==> src/rtl/spartan_fifo_sync.sv <==
// Single-clock FIFO with valid/ready on both sides and a registered first-word-fall-through output.
// LEVEL counts the RAM contents plus the output register; full and empty are derived from LEVEL.
module spartan_fifo_sync #(
    parameter int DATA_WIDTH = 1,
    parameter int ADDRW      = 4,
    parameter int AF_THRESH  = 12,
    parameter int AE_THRESH  = 2
) (
    input  logic                  CLK,
    input  logic                  RST,
    input  logic                  FLUSH,
    input  logic [DATA_WIDTH-1:0] DIN,
    input  logic                  DIN_VAL,
    output logic                  DIN_RDY,
    output logic [DATA_WIDTH-1:0] DOUT,
    output logic                  DOUT_VAL,
    input  logic                  DOUT_RDY,
    output logic [ADDRW:0]        LEVEL,
    output logic                  ALMOST_FULL,
    output logic                  ALMOST_EMPTY
);

    localparam int             DEPTH    = 2**ADDRW;
    localparam logic [ADDRW:0] FULL_LVL = (ADDRW+1)'(DEPTH);
    localparam logic [ADDRW:0] AF_LVL   = (ADDRW+1)'(AF_THRESH);
    localparam logic [ADDRW:0] AE_LVL   = (ADDRW+1)'(AE_THRESH);
    localparam logic [ADDRW:0] ONE_LVL  = (ADDRW+1)'(1);

    logic [DATA_WIDTH-1:0] mem [DEPTH];
    logic [ADDRW-1:0]      wr_ptr;
    logic [ADDRW-1:0]      rd_ptr;
    logic                  push;
    logic                  pop;
    logic                  out_load;
    logic                  ram_has_data;
    logic                  ram_rd;
    logic                  ram_wr;
    logic                  bypass;
    logic [ADDRW:0]        ram_level;
    logic [ADDRW:0]        level_nxt;

    always_comb begin
        push         = DIN_VAL && DIN_RDY;
        pop          = DOUT_VAL && DOUT_RDY;
        ram_level    = LEVEL - {{ADDRW{1'b0}}, DOUT_VAL};
        ram_has_data = (ram_level != '0);
        // The output register refills whenever it is empty or being drained this cycle.
        out_load     = !DOUT_VAL || pop;
        ram_rd       = out_load && ram_has_data;
        // With the RAM empty, incoming data goes straight to the output register.
        bypass       = out_load && !ram_has_data && push;
        ram_wr       = push && !bypass;

        level_nxt = LEVEL;
        if (FLUSH) begin
            level_nxt = '0;
        end else if (push && !pop) begin
            level_nxt = LEVEL + ONE_LVL;
        end else if (!push && pop) begin
            level_nxt = LEVEL - ONE_LVL;
        end
    end

    always_ff @(posedge CLK or posedge RST) begin
        if (RST) begin
            wr_ptr       <= '0;
            rd_ptr       <= '0;
            DOUT         <= '0;
            DOUT_VAL     <= 1'b0;
            LEVEL        <= '0;
            DIN_RDY      <= 1'b1;
            ALMOST_FULL  <= 1'b0;
            ALMOST_EMPTY <= 1'b1;
        end else begin
            LEVEL        <= level_nxt;
            DIN_RDY      <= (level_nxt != FULL_LVL);
            ALMOST_FULL  <= (level_nxt >= AF_LVL);
            ALMOST_EMPTY <= (level_nxt <= AE_LVL);
            if (FLUSH) begin
                wr_ptr   <= '0;
                rd_ptr   <= '0;
                DOUT_VAL <= 1'b0;
            end else begin
                if (ram_wr) begin
                    wr_ptr <= wr_ptr + 1'b1;
                end
                if (ram_rd) begin
                    DOUT     <= mem[rd_ptr];
                    DOUT_VAL <= 1'b1;
                    rd_ptr   <= rd_ptr + 1'b1;
                end else if (bypass) begin
                    DOUT     <= DIN;
                    DOUT_VAL <= 1'b1;
                end else if (out_load) begin
                    DOUT_VAL <= 1'b0;
                end
            end
        end
    end

    // Storage has no reset so it maps onto distributed RAM.
    always_ff @(posedge CLK) begin
        if (ram_wr && !FLUSH) begin
            mem[wr_ptr] <= DIN;
        end
    end

endmodule
==> config.mk <==
export PLATFORM = sky130hd
export DESIGN_NAME = spartan_fifo_sync
export DESIGN_NICKNAME = d
export VERILOG_FILES = /design/src/rtl/spartan_fifo_sync.sv
export SDC_FILE = /design/constraint.sdc
export NUM_CORES = 1
export LEC_CHECK = 0
export ABC_AREA = 1
export BUFFER_PORTS_ARGS = -buffer_cell sky130_fd_sc_hd__buf_4
export CORE_ASPECT_RATIO = 0.8
export CORE_MARGIN = 10
export CORE_UTILIZATION = 55
export DETAILED_ROUTE_END_ITERATION = 10
export PLACE_DENSITY = 0.7
export SLEW_MARGIN = 20
export SYNTH_ARGS = -nofsm -noshare
export SYNTH_HDL_FRONTEND = slang
export SYNTH_SLANG_ARGS = --single-unit
==> constraint.sdc <==
create_clock -name CLK -period 3.55 [get_ports CLK]
set_input_delay 0.1775 -clock CLK [delete_from_list [all_inputs] [get_ports CLK]]
set_output_delay 0.1775 -clock CLK [all_outputs]
set_load 0.05 [all_outputs]
==> flow_summary_export.csv <==
group,metric,value,unit
status,outcome,"finished with violations",
status,violations,"negative hold slack",
finish,layout_common_cells,"nand2_1 (78), inv_1 (33), nand3_1 (28), nor2_1 (25)",
synth,yosys.area.top_type,"edfxtp_1",
synth,syn_inst,247,
route,drt-initial-drc-count,143,
clocking,clkLatencyLatePin,290,ps
place,gp_congestion,0.865,
worst_setup_path,cpLargestDelayFamily,"simple AND/OR/NAND/NOR gates",
sta,setup_tns,0,ps
clocking,hold_buffers,0,
finish,final_cells,309,
place,placed_cells,301,
route,vias_per_cell,4.93,
power,powerDensity,517,mW/mm2
floorplan,die_area,0.00635,mm2
synth,synth_fp_nets,261,
grt,track_usage,13.0,%
sta,worst_pin_slew,683,ps
grt,grt-ovfl-total,0,
route,wl_per_cell,12.5,um
sta,final-setup-viol-count,0,
power,peakVddDrop,0.000366,V
route,drcViolationCount,0,
clocking,post_cts_buffers,0,
worst_setup_path,cp-end-kind,"flop",
sta,hold_ws,-3.66,ps
sta,skew,7.54,ps
synth,synth-seq-area-share,47.8,%
grt,grt_pass1_vias,1394,
power,p_leak,1.09,nW
finish,area_growth_syn_to_layout,11.8,%
sta,slew_viol_final,0,
clocking,path_clk_slew,70,ps
worst_setup_path,timing.rr.start,"LEVEL[0]",
synth,syn_area,0.00195,mm2
worst_setup_path,startpoint,"LEVEL[0]",
grt,grt_first_pass_wirelength,6540,um
worst_setup_path,arrival,1840,ps
sta,fmax,543,MHz
worst_setup_path,crit_fanout,8,
worst_setup_path,cpMostUsedCell,"nand2_2",
worst_setup_path,slowest_stage,"dfrtp_1",
grt,antenna_found_initial,0,
sta,fin_ws,1710,ps
worst_setup_path,worst_setup_path_start_kind,"flop",
sta,fin_crit,1840,ps
worst_setup_path,critical_path_class,"flop to flop",
route,drt-total-wl,3850,um
floorplan,core-area,0.00342,mm2
worst_setup_path,critical-path-max-stage-delay,420,ps
clocking,cts_buffers,5,
floorplan,die_w,86.6,um
finish,layout_commonest_cell,"nand2_1",
finish,utilization,63.9,%
sta,post-route-period-util,51.9,%
floorplan,num_io_pins,16,
clocking,cts_sinks,34,
clocking,cts_tree,"done",
finish,drive_gt1_share,16.1,%
clocking,clockBufferDepth,2,
clocking,cts.repair.resized,0,
clocking,ctsHtreeMaxLevel,2,
worst_setup_path,r2r.worst_path.cells,11,
floorplan,placementRows,19,
place,numPortBuffers,15,
synth,synth-seq-cells,34,
worst_setup_path,rrSetupSlack,1710,ps
synth,avgSynthCellArea,7.91,um2
sta,rsz0062_at_grt,"no",
route,first_pass_iters,4,
worst_setup_path,cp_num_buf_inv,3,
worst_setup_path,crit_chain,"inv_1, ha_1, nand2_1, nor3_2, nand2_2, inv_2, nand2_2, nand2_4, nor2_8, inv_6, nor2_2",
worst_hold_path,hold_path_class,"primary input to async pin",
synth,synth_top_area_share,24.6,%
route,dr_total_vias,1522,
finish,diodes,0,
synth,yosysUniqueCellTypes,27,
worst_setup_path,r2r_end,"mem[14]",
synth,synth_warnings,0,
place,preCtsSetupSlack,1730,ps
worst_setup_path,cp_data_required_time,3550,ps
finish,nets,280,
sta,hold_viol_final,8,
grt,grt_max_degree,20,
sta,slew_headroom,54.4,%
synth,synth_area_leaders,"edfxtp_1 (25%), dfrtp_1 (20%), nand2_1 (15%), nand3_1 (7.2%), inv_1 (6.3%)",
flow_run,drv_cap,0,
floorplan,dieHeight,73.3,um
route,antenna_left,0,
place,place_hpwl,2960,um
clocking,root_buffer,"clkbuf_8",
floorplan,initial_core_util,57.1,%
report_power, final:
group / switching [mW] / internal (mW)
combinational: 0.250 / 0.114
sequential: 0.0449 / 0.449
clock: 0.137 / 0.135
per-layer routing:
metal	global-route usage, %	part of all wire, %
met1	18.7	51
met2	18.0	41
met3	4.09	7.1
met4	4.31	0.62
met5	0	0
cells in the mapped netlist:
master and instances:
clkbuf_1 2, nand2_1 78, buf_4 1, nand2_2 4, a21oi_1 1, edfxtp_1 16, ha_1 8, nor3_1 3
dfrtp_1 16, inv_2 3, xor2_1 2, nand3b_1 2, nor2_4 1, o21ai_0 7, nor2_8 1, inv_6 1
o211ai_1 1, nand2_4 1, nor3_2 1, clkinv_1 1, nor2_2 7, xnor2_1 1, dfstp_2 2, nor2_1 25
inv_4 1, nand3_1 28, inv_1 33
logic make-up after synthesis:
group | count (synthesis) | synth area share, %
AO/OA/AOI/OAI | 9 | 2.43
XOR/XNOR | 3 | 1.34
adder cells (fa/ha/maj) | 8 | 5.12
buffers and inverters | 42 | 8.64
flip-flops | 34 | 47.8
AND/OR/NAND/NOR | 151 | 34.7
how the worst max path moves through the flow:
stage | cells after the start | to
6_report | 11 | mem[14]
5_1_grt | 11 | mem[13]
4_1_cts | 11 | mem[14]
3_5_place_dp | 11 | mem[14]
3_3_place_gp | 11 | mem[8]
2_1_floorplan | 11 | mem[10]
cell type report:
type,instances,area [um2]
inverter,39,154
sequential,34,933
clock buffer,6,72.6
tap,42,52.6
clock inverter,2,8.76
timing repair buffer,15,113
multi-input combinational,171,852
fill,302,1240
flip-flops by register name, indices dropped and copies added (netlist names):
name,flops
mem,16
LEVEL,5
rd_ptr,4
wr_ptr,4
ALMOST_EMPTY,1
ALMOST_FULL,1
DIN_RDY,1
DOUT,1
DOUT_VAL,1
through the flow:
stage               power (mW)  instance area [um2]
finish                    1.13                 2190
detailed placement       0.868                 2100
global route              1.21                 2190
global placement         0.871                 2100
CTS                       1.14                 2190
floorplan                0.777                 1950
Power figures use the tool's default switching activity.
